`src/rtl/program_loader.sv`:
```
// program_loader: streams DEPTH host bytes into program RAM while holding the CPU, then releases it.
// Define PROGRAM_LOADER_CHECKSUM_EN to require a trailing mod-256 checksum byte before release.
module program_loader #(
    parameter int DEPTH = 16,
    parameter int AW    = 4
) (
    input  logic          clk,
    input  logic          reset_n,
    input  logic          start,
    input  logic          abort,
    input  logic          in_valid,
    input  logic [7:0]    in_data,
    output logic          in_ready,
    output logic [AW-1:0] ram_address,
    output logic [7:0]    ram_data,
    output logic          ram_write_enable,
    output logic          cpu_hold,
    output logic          done,
    output logic          err,
    output logic [AW:0]   byte_count
);

`ifdef PROGRAM_LOADER_CHECKSUM_EN
    typedef enum logic [2:0] {IDLE, LOAD, WRITE, CHECK, DONE} state_t;
`else
    typedef enum logic [2:0] {IDLE, LOAD, WRITE, DONE} state_t;
`endif

    localparam logic [AW:0] DepthCount = (AW+1)'(DEPTH);
    localparam logic [AW:0] LastCount  = (AW+1)'(DEPTH - 1);

    state_t        state_q, state_d;
    logic          ready_q, ready_d;
    logic [AW-1:0] addr_q, addr_d;
    logic [7:0]    data_q, data_d;
    logic          we_q, we_d;
    logic          hold_q, hold_d;
    logic          done_q, done_d;
    logic          err_q, err_d;
    logic [AW:0]   count_q, count_d;
    logic          accept;
`ifdef PROGRAM_LOADER_CHECKSUM_EN
    logic [7:0]    sum_q, sum_d;
`endif

    assign accept = in_valid && ready_q;

    always_comb begin
        state_d = state_q;
        addr_d  = addr_q;
        data_d  = data_q;
        count_d = count_q;
        err_d   = err_q;
`ifdef PROGRAM_LOADER_CHECKSUM_EN
        sum_d   = sum_q;
`endif
        case (state_q)
            IDLE, DONE: begin
                if (start) begin
                    state_d = LOAD;
                    count_d = '0;
                    err_d   = 1'b0;
`ifdef PROGRAM_LOADER_CHECKSUM_EN
                    sum_d   = '0;
`endif
                end
            end
            LOAD: begin
                if (abort) begin
                    state_d = IDLE;
                    err_d   = 1'b1;
                end else if (accept) begin
                    state_d = WRITE;
                    data_d  = in_data;
                    addr_d  = count_q[AW-1:0];
`ifdef PROGRAM_LOADER_CHECKSUM_EN
                    sum_d   = sum_q + in_data;
`endif
                end
            end
            WRITE: begin
                // An aborted write never counts as written, so byte_count stays put.
                if (abort) begin
                    state_d = IDLE;
                    err_d   = 1'b1;
                end else begin
                    count_d = (count_q >= DepthCount) ? DepthCount : count_q + 1'b1;
                    if (count_q >= LastCount) begin
`ifdef PROGRAM_LOADER_CHECKSUM_EN
                        state_d = CHECK;
`else
                        state_d = DONE;
`endif
                    end else begin
                        state_d = LOAD;
                    end
                end
            end
`ifdef PROGRAM_LOADER_CHECKSUM_EN
            CHECK: begin
                if (abort) begin
                    state_d = IDLE;
                    err_d   = 1'b1;
                end else if (accept) begin
                    if (in_data == sum_q) begin
                        state_d = DONE;
                    end else begin
                        state_d = IDLE;
                        err_d   = 1'b1;
                    end
                end
            end
`endif
            default: state_d = IDLE;
        endcase

        // Status outputs are registered copies decoded from the upcoming state.
        ready_d = (state_d == LOAD);
`ifdef PROGRAM_LOADER_CHECKSUM_EN
        if (state_d == CHECK) ready_d = 1'b1;
`endif
        we_d   = (state_d == WRITE);
        hold_d = (state_d != DONE);
        done_d = (state_d == DONE);
    end

    always_ff @(posedge clk or negedge reset_n) begin
        if (!reset_n) begin
            state_q <= IDLE;
            ready_q <= 1'b0;
            addr_q  <= '0;
            data_q  <= '0;
            we_q    <= 1'b0;
            hold_q  <= 1'b1;
            done_q  <= 1'b0;
            err_q   <= 1'b0;
            count_q <= '0;
`ifdef PROGRAM_LOADER_CHECKSUM_EN
            sum_q   <= '0;
`endif
        end else begin
            state_q <= state_d;
            ready_q <= ready_d;
            addr_q  <= addr_d;
            data_q  <= data_d;
            we_q    <= we_d;
            hold_q  <= hold_d;
            done_q  <= done_d;
            err_q   <= err_d;
            count_q <= count_d;
`ifdef PROGRAM_LOADER_CHECKSUM_EN
            sum_q   <= sum_d;
`endif
        end
    end

    // Abort outranks the strobe even in the cycle it is already being issued.
    assign ram_write_enable = we_q && !abort;
    assign in_ready         = ready_q;
    assign ram_address      = addr_q;
    assign ram_data         = data_q;
    assign cpu_hold         = hold_q;
    assign done             = done_q;
    assign err              = err_q;
    assign byte_count       = count_q;

endmodule

```
`config.mk`:
```
export PLATFORM = sky130hd
export DESIGN_NAME = program_loader
export DESIGN_NICKNAME = d
export VERILOG_FILES = /design/src/rtl/program_loader.sv
export SDC_FILE = /design/constraint.sdc
export NUM_CORES = 1
export LEC_CHECK = 0
export CAP_MARGIN = 20
export CORE_MARGIN = 4
export CORE_UTILIZATION = 51
export CTS_BUF_LIST = sky130_fd_sc_hd__clkbuf_8
export DETAILED_ROUTE_END_ITERATION = 12
export HOLD_SLACK_MARGIN = 0.12
export PLACE_DENSITY_LB_ADDON = 0.12
export SYNTH_ARGS = -nofsm -noshare
export SYNTH_HDL_FRONTEND = slang
export SYNTH_SLANG_ARGS = --single-unit
```
`constraint.sdc`:
```
create_clock -name clk -period 3.5 [get_ports clk]
set_input_delay 0.7 -clock clk [delete_from_list [all_inputs] [get_ports clk]]
set_output_delay 0.7 -clock clk [all_outputs]
set_load 0.01 [all_outputs]
```
==> reports/metrics.cfg, run 1 <==
[status]
status = completed

[floorplanning]
die_w_um = 55.7
initial_utilization_pct = 52.9
die_area_um2 = 3100
dieHeight_um = 55.7
coreArea_um2 = 2190
fp-row-count = 17
ios = 35

[global_route]
grt_overflow = 0
grt_pass1_vias = 854
antenna_found_initial = 0
grt_start_max_net_pins = 26
grt_pass1_wl_mm = 3.96
track_usage_pct = 16.0

[cts]
clock_latency_ns = 0.27
cts_inserted_buffers = 3
post_cts_resized = 0
clkTransAtPathRegs_ns = 0.09
htreeDepth = 1
holdBufCountCts = 0
cts-root-buf = clkbuf_8
cts_setup_buffers = 0
clk_path_buf_depth = 2
cts_sinks = 25
cts_tree = built

[routing]
vias = 867
drc = 0
wl_per_cell_um = 14.3
ant_nets = 0
finalWirelength_mm = 2.31
drt-vias-per-instance = 5.39
drtIter0Drc = 30
drt_first_pass_iters = 4

[setup_path]
critPathMaxFanout = 7
critPathBufInv = 2
cp.depth = 3
crit_required_ns = 2.80
cp-end-kind = output pin
cp.arrival_ns = 1.92
worstPathCellList = clkdlybuf4s50_1, nor2b_1, clkdlybuf4s50_1
start_kind = input pin
cpMostUsedCell = clkdlybuf4s50_1
critical-path-max-stage-delay_ns = 0.55
slowest_stage = clkdlybuf4s50_1
crit_family = buffers and inverters
reg2reg_depth = 4
crit_type = input pin to output pin

[logic_synthesis]
synth_common_cells = dfrtp_1 (24), nand2_1 (9), inv_1 (6), mux2_2 (6), mux2_4 (5)
yosysUniqueCellTypes = 36
synth_seq_cells = 25
yosysTopAreaCellShare_pct = 51.8
synthArstFlopShare_pct = 100
synth_area_um2 = 1160
yosysMostFrequentCell = dfrtp_1
synth_largest_area_cell = dfrtp_1
ys_warn_count = 0
synth.area.top_cells = dfrtp_1 (52%), mux2_4 (6.5%), mux2_2 (5.8%)
syn_nets = 113
synth_edf_count = 0
syn_area_per_cell_um2 = 11.8
syn_inst = 98
seq_area_frac_synth_pct = 54.0
synth-main-ff-cell = dfrtp_1

[place]
placed_area_um2 = 1500
gp_congestion = 0.928
hpwlAfterDp_mm = 1.69
io_buffers = 34

[sta]
drv_slew = 0
fmax_mhz = 381
hold_viol = 0
worst_hold_slack_ns = 0.500
slew_headroom_pct = 51.6
finalCriticalPeriod_ns = 2.62
worst_pin_slew_ns = 0.725
fin_worst_skew_ns = 0.00149
finalSetupViolations = 0
fin_crit_sh_pct = 74.9
setup_tns_ns = 0
rsz0062_at_grt = false

[final_layout]
num_antenna_cells = 0
nFillCells = 163
drive_above_1_share_pct = 13.5
nNetsFinal = 149
postLayoutCellArea_um2 = 1550
area_growth_pct = 33.5

[power]
power_density_nw_per_um2 = 381
total_power_mw = 0.590
p_leak_nw = 0.720
ir_worst_vdd_v = 0.000289

[job]
maxCapViolCount = 0

[worst_hold_path]
holdPathStages = 2
hp-class = flip-flop to flip-flop

-- layout by cell type (no fill, tap or decap), drive strengths merged, types with 3 or more instances in the layout --
cell           synthesis  routed
dfrtp                 24      24
nand2                  9       9
inv                    6       6
nand2b                 3       3
o21ai                  4       4
clkbuf                 0       3
nor2                   3       3
clkdlybuf4s50          0      34
mux2                  11      11
a31oi                  3       3
-- worst paths after layout --
| kind | startpoint | endpoint | slack [ns] |
|---|---|---|---|
| max in group asynchronous | reset_n | cpu_hold | 2.42 |
| worst min-delay path | ram_address[0] | ram_address[0] | 0.50 |
| worst max register to register | state_q[0] | in_ready | 1.46 |
| min in group asynchronous | reset_n | state_q[1] | 0.79 |
| worst max-delay path | abort | ram_write_enable | 0.88 |
| worst min register to register | ram_address[0] | ram_address[0] | 0.50 |
-- final cells by class --
cell class	instances	area, um^2	share of cell area [%]
Clock inverter	1	7.51	0.485
Inverter	6	22.5	1.45
Sequential cell	25	627	40.5
Tap cell	28	35.0	2.26
Clock buffer	3	41.3	2.67
Multi-Input combinational cell	63	468	30.2
Timing Repair Buffer	35	348	22.5
-- stage by stage --
step | util [%] | cells | worst slack, ns
floorplan | - | 98 | 1.59
global placement | 68.5 | 157 | 0.845
detailed placement | 68.5 | 157 | 0.762
CTS | 70.7 | 161 | 0.871
global route | 70.7 | 161 | 0.807
finish | 70.7 | 161 | 0.877
-- flip-flops by register name (all words and copies together), names as in the netlist --
register     count
ram_data         8
byte_count       5
ram_address      4
state_q          3
cpu_hold         1
done             1
err              1
in_ready         1
we_q             1
-- logic make-up (layout without fill, tap and decap cells) --
| family | Yosys count | count (layout) | synth area share [%] |
|---|---|---|---|
| fa+ha+maj | 2 | 2 | 2.16 |
| simple gates | 30 | 30 | 13.6 |
| mux | 13 | 13 | 14.0 |
| flops | 25 | 25 | 54.0 |
| other cells | 1 | 1 | 0.323 |
| compound gates | 17 | 17 | 10.2 |
| buf+inv | 10 | 45 | 5.61 |
-- routing by layer --
metal	part of all wire (%)	global-route usage, %	vias to the layer above
met2	51	27.7	39
met1	41	19.5	418
met4	0	6.25	0
met5	0	0	-
li1	-	-	410
met3	8.1	3.02	0
-- where the power goes --
part / switching, mW / internal, mW / leakage [nW]
combinational: 0.0359 / 0.0603 / 0.362
clock: 0.0916 / 0.0806 / 0.0217
sequential: 0.0139 / 0.307 / 0.336
total: 0.141 / 0.448 / 0.720
-- tightest hold or removal path: cells and delay by family, from the launching register on --
| family | cells | cell delay (ns) |
|---|---|---|
| AO/OA/AOI/OAI | 1 | 0.07 |
| flip-flops | 1 | 0.35 |
| AND/OR/NAND/NOR | 1 | 0.05 |
Note: power is estimated with default switching activity, not from simulation.
==> run 2: changes to the inputs <==
--- a/config.mk
+++ b/config.mk
@@ -7,7 +7,7 @@
 export LEC_CHECK = 0
 export CAP_MARGIN = 20
 export CORE_MARGIN = 4
-export CORE_UTILIZATION = 51
+export CORE_UTILIZATION = 48
 export CTS_BUF_LIST = sky130_fd_sc_hd__clkbuf_8
 export DETAILED_ROUTE_END_ITERATION = 12
 export HOLD_SLACK_MARGIN = 0.12
==> constraint.sdc (replaced) <==
create_clock -name clk -period 2.5 [get_ports clk]
set_input_delay 0.5 -clock clk [delete_from_list [all_inputs] [get_ports clk]]
set_output_delay 0.5 -clock clk [all_outputs]
set_load 0.01 [all_outputs]
==> run 2 against run 1 <==
Hold slack got worse by 0.0045 ns. Non-clock buffer count grew 1. Highest routed layer is now met4. Wire length down 5.6%. Clock skew up 0.0015 ns. Core utilization down 1.8 points. Count of clock-buffer cells in the layout unchanged. Sequential share of layout area is 0.098 points lower. Via count shrank 0.69%. Die area increased by 5.3%. Cell count grew 0.62%. Final area increased by 0.24%.
==> reports/metrics.cfg, run 2 (synthesis gave the netlist of run 1 again) <==
[status]
status = completed

[cts]
post_cts_resized = 0  ; unchanged
cts_sinks = 25  ; unchanged
cts_inserted_buffers = 3  ; unchanged
cts-root-buf = clkbuf_8
htreeDepth = 1  ; unchanged
clock_latency_ns = 0.26  ; about the same
cts_setup_buffers = 0  ; unchanged
cts_tree = built
clk_path_buf_depth = 2  ; unchanged
clkTransAtPathRegs_ns = 0.08  ; about the same
holdBufCountCts = 0  ; unchanged

[final_layout]
layout_commonest_cell = clkdlybuf4s50_1
seq_area_um2 = 627  ; unchanged
drive_above_1_share_pct = 13.4  ; -0.10 points
area_growth_pct = 33.9
final_cell_mix = clkdlybuf4s50_1 (34), dfrtp_1 (24), nand2_1 (9)
multi_input_area_um2 = 468  ; unchanged
fin_util_pct = 68.9  ; -1.8 points
num_antenna_cells = 0  ; unchanged
nFillCells = 190  ; +17%
nNetsFinal = 150  ; +0.67%
largest_register_ffs = 8  ; unchanged

[floorplanning]
coreArea_um2 = 2250  ; +2.9%
initial_utilization_pct = 51.4  ; -1.5 points
die_w_um = 57.2  ; +2.6%
fp-row-count = 17  ; unchanged
die_area_um2 = 3270  ; +5.3%
ios = 35  ; unchanged
dieHeight_um = 57.2  ; +2.6%

[setup_path]
slowest_stage = clkdlybuf4s50_1
worstPathCellList = clkdlybuf4s50_1, nor2b_1, clkdlybuf4s50_1
reg2reg_depth = 4  ; unchanged
cp.depth = 3  ; unchanged
critPathMaxFanout = 7  ; unchanged
crit_required_ns = 2.00  ; -0.80 ns
crit_type = input pin to output pin
start_kind = input pin
critPathBufInv = 2  ; unchanged
cp.arrival_ns = 1.71  ; -0.21 ns
crit_family = buffers and inverters
cp-end-kind = output pin
cpMostUsedCell = clkdlybuf4s50_1
critical-path-max-stage-delay_ns = 0.55  ; about the same

[sta]
finalSetupViolations = 0  ; unchanged
fin_worst_skew_ns = 0.00304  ; +0.00154 ns
worst_hold_slack_ns = 0.496  ; -0.00446 ns
drv_slew = 0  ; unchanged
setup_ws_ns = 0.285  ; -0.592 ns
finalCriticalPeriod_ns = 2.21
fin_crit_sh_pct = 88.6
hold_viol = 0  ; unchanged
rsz0062_at_grt = false
setup_tns_ns = 0  ; unchanged
fmax_mhz = 452

[routing]
vias = 861  ; -0.69%
finalWirelength_mm = 2.18  ; -5.6%
drt-vias-per-instance = 5.31  ; -1.3%
drc = 0  ; unchanged
wl_per_cell_um = 13.5  ; -6.2%
drtIter0Drc = 19  ; -37%
ant_nets = 0  ; unchanged
drt_first_pass_iters = 4  ; unchanged

[global_route]
antenna_found_initial = 0  ; unchanged
grt_start_max_net_pins = 26  ; unchanged
grt_pass1_vias = 853  ; -0.12%
track_usage_pct = 14.8  ; -1.2 points
grt_pass1_wl_mm = 3.80  ; -4.0%
grt_overflow = 0  ; unchanged

[power]
p_leak_nw = 0.729  ; +1.3%
total_power_mw = 0.809  ; +37%
ir_worst_vdd_v = 0.000548  ; +90%
power_density_nw_per_um2 = 521  ; +37%

[place]
io_buffers = 34  ; unchanged
hpwlAfterDp_mm = 1.62  ; -4.0%
gp_congestion = 0.758  ; -18%
dp_slack_ns = 0.273  ; -0.489 ns

[worst_hold_path]
hp-class = flip-flop to flip-flop
holdPathStages = 2  ; unchanged

[job]
maxCapViolCount = 0  ; unchanged

## run 2: metal layers
metal  vias up  track usage, %  part of all wire, %
met3         4            5.43                  8.6
met2        36            23.0                   47
met5         -               0                    0
met4         0            6.62                  1.6
met1       405            18.5                   43
li1        416               -                    -
## run 2: power breakdown
| group | leakage [nW] | internal (mW) | switching (mW) |
|---|---|---|---|
| logic | 0.366 | 0.0845 | 0.0494 |
| registers | 0.336 | 0.430 | 0.0181 |
| clock network | 0.0269 | 0.110 | 0.117 |
## run 2: worst min-delay path, delay by kind of cell, from the launching register on
family	cells	cell delay, ns
AOI/OAI and AO/OA	1	0.07
DFF	1	0.35
and+or+nand+nor	1	0.05
## run 2: layout make-up
class                      count  share of cell area, %
tap                           28                   2.26
clock buffer                   3                   2.66
timing repair buffer          36                   22.9
clock inverter                 1                  0.242
inverter                       6                   1.45
sequential                    25                   40.4
multi-input combinational     63                   30.1
## run 2: final timing paths
check                                     from          endpoint  slack (ns)
min in group asynchronous              reset_n    ram_address[3]        0.59
max in group asynchronous              reset_n          cpu_hold        1.63
worst max-delay path                     abort  ram_write_enable        0.29
worst min register to register  ram_address[0]    ram_address[0]        0.50
worst min-delay path            ram_address[0]    ram_address[0]        0.50
worst max register to register      state_q[0]    ram_address[3]        0.79
## run 2: stage by stage
step | std cells | area, um^2
final | 162 | 1550
after global routing | 162 | 1550
after CTS | 162 | 1550
after detailed placement | 158 | 1510
after global placement | 158 | 1510
after floorplan | 98 | 1160
==> run 3: changes to the inputs <==
--- a/config.mk
+++ b/config.mk
@@ -7,7 +7,7 @@
 export LEC_CHECK = 0
 export CAP_MARGIN = 20
 export CORE_MARGIN = 4
-export CORE_UTILIZATION = 48
+export CORE_UTILIZATION = 51
 export CTS_BUF_LIST = sky130_fd_sc_hd__clkbuf_8
 export DETAILED_ROUTE_END_ITERATION = 12
 export HOLD_SLACK_MARGIN = 0.12
==> constraint.sdc (replaced) <==
create_clock -name clk -period 2.75 [get_ports clk]
set_input_delay 0.55 -clock clk [delete_from_list [all_inputs] [get_ports clk]]
set_output_delay 0.55 -clock clk [all_outputs]
set_load 0.01 [all_outputs]
==> run 3 against run 2 <==
Combinational power is 9% lower. Sequential power down 8.9%. Global-route usage is 0.58 points higher. Critical path depth is the same. Largest power group unchanged.
==> reports/metrics.cfg, run 3 (synthesis gave the netlist of run 1 again) <==
[floorplanning]
die_area_um2 = 3100  ; -5.1%
fp-row-count = 17  ; unchanged
die_w_um = 55.7  ; -2.6%
initial_utilization_pct = 52.9  ; +1.5 points
dieHeight_um = 55.7  ; -2.6%
coreArea_um2 = 2190  ; -2.8%
ios = 35  ; unchanged

[setup_path]
start_kind = input pin
cp.arrival_ns = 1.78  ; +0.07 ns
crit_type = input pin to output pin
reg2reg_depth = 4  ; unchanged
crit_required_ns = 2.20  ; +0.20 ns
critPathMaxFanout = 7  ; unchanged
cp-end-kind = output pin
timing.rr.end = ram_data[6]
r2r_slack_ns = 1.04  ; +0.25 ns
rr_startpoint = state_q[0]

[final_layout]
area_growth_pct = 34.0  ; about the same
drive_above_1_share_pct = 14.2  ; +0.75 points
nNetsFinal = 150  ; unchanged
num_antenna_cells = 0  ; unchanged
seq_area_um2 = 627  ; unchanged
final_cell_mix = clkdlybuf4s50_1 (34), dfrtp_1 (24), nand2_1 (9)
nFillCells = 168  ; -12%
multi_input_area_um2 = 468  ; unchanged
layout_commonest_cell = clkdlybuf4s50_1
largest_register_ffs = 8  ; unchanged

[sta]
drv_slew = 0  ; unchanged
finalSetupViolations = 0  ; unchanged
fin_crit_sh_pct = 84.7
finalCriticalPeriod_ns = 2.33
hold_viol = 0  ; unchanged
setup_tns_ns = 0  ; unchanged
rsz0062_at_grt = false
worst_hold_slack_ns = 0.485  ; -0.0103 ns
fmax_mhz = 429
fin_worst_skew_ns = 0.00634  ; +0.00330 ns

[cts]
cts-root-buf = clkbuf_8
clk_path_buf_depth = 2  ; unchanged
post_cts_resized = 0  ; unchanged
htreeDepth = 1  ; unchanged
holdBufCountCts = 0  ; unchanged
clkTransAtPathRegs_ns = 0.08  ; about the same
cts_setup_buffers = 0  ; unchanged
cts_sinks = 25  ; unchanged
cts_tree = built
clock_latency_ns = 0.27  ; about the same
cts_inserted_buffers = 3  ; unchanged

[status]
status = completed

[power]
power_density_nw_per_um2 = 478  ; -8.1%
p_leak_nw = 0.728  ; -0.19%
ir_worst_vdd_v = 0.000302  ; -45%

[place]
io_buffers = 34  ; unchanged
hpwlAfterDp_mm = 1.63  ; +0.81%
gp_congestion = 0.943  ; +24%

[worst_hold_path]
hp-class = flip-flop to flip-flop
hp-start = ram_address[1]
min_to = ram_address[1]
holdPathStages = 2  ; unchanged

[routing]
drtIter0Drc = 5  ; -14
wl_per_cell_um = 13.7  ; +2.1%
vias = 864  ; +0.35%
finalWirelength_mm = 2.23  ; +2.1%
ant_nets = 0  ; unchanged
drc = 0  ; unchanged
drt_first_pass_iters = 4  ; unchanged
drt-vias-per-instance = 5.33  ; +0.35%

[global_route]
grt_start_max_net_pins = 26  ; unchanged
track_usage_pct = 15.4  ; +0.58 points
antenna_found_initial = 0  ; unchanged
grt_overflow = 0  ; unchanged
grt_pass1_vias = 854  ; +0.12%
grt_pass1_wl_mm = 3.84  ; +1.1%

[job]
maxCapViolCount = 0  ; unchanged

run 3: changes by cell type in the layout (fill, tap and decap cells not counted):
cell      delta
clkinv_2     +1
inv_1        -1
run 3: cell type report:
cell class	instances	area share (%)
clock buffer	3	2.66
clock inverter	1	0.322
inverter	6	1.45
multi-input combinational	63	30.1
sequential	25	40.3
tap	28	2.25
timing repair buffer	36	22.9
run 3: critical path, stage by stage:
cell             delay (ns)
clkdlybuf4s50_1        0.52
nor2b_1                0.16
clkdlybuf4s50_1        0.55
run 3: metal layers:
metal	vias up	GRT usage (%)	part of all wire, %
li1	411	-	-
met1	421	18.8	43
met2	30	25.3	50
met3	2	4.64	7.1
met4	0	6.25	0.54
met5	-	0	0
run 3: worst max-delay path by stage:
stage | startpoint | to | slack, ns
finish | abort | ram_write_enable | 0.42
global route | abort | ram_write_enable | 0.35
CTS | abort | ram_write_enable | 0.41
detailed placement | abort | ram_write_enable | 0.42
global placement | abort | ram_write_enable | 0.43
floorplan | abort | ram_address[2] | 0.99
run 3: power breakdown:
group / leakage, nW / internal, mW / switching, mW
Sequential: 0.336 / 0.391 / 0.0171
Clock: 0.0255 / 0.101 / 0.112
Combinational: 0.366 / 0.0768 / 0.0451
run 3: through the flow:
stage | cell area [um^2] | total power, mW | util (%) | cells | setup slack (ns)
2_1_floorplan | 1160 | 0.462 | - | 98 | 0.985
3_3_place_gp | 1510 | 0.535 | 68.8 | 158 | 0.434
3_5_place_dp | 1510 | 0.538 | 68.8 | 158 | 0.416
4_1_cts | 1550 | 0.753 | 70.9 | 162 | 0.408
5_1_grt | 1550 | 0.780 | 70.9 | 162 | 0.351
6_report | 1550 | 0.743 | 70.9 | 162 | 0.420
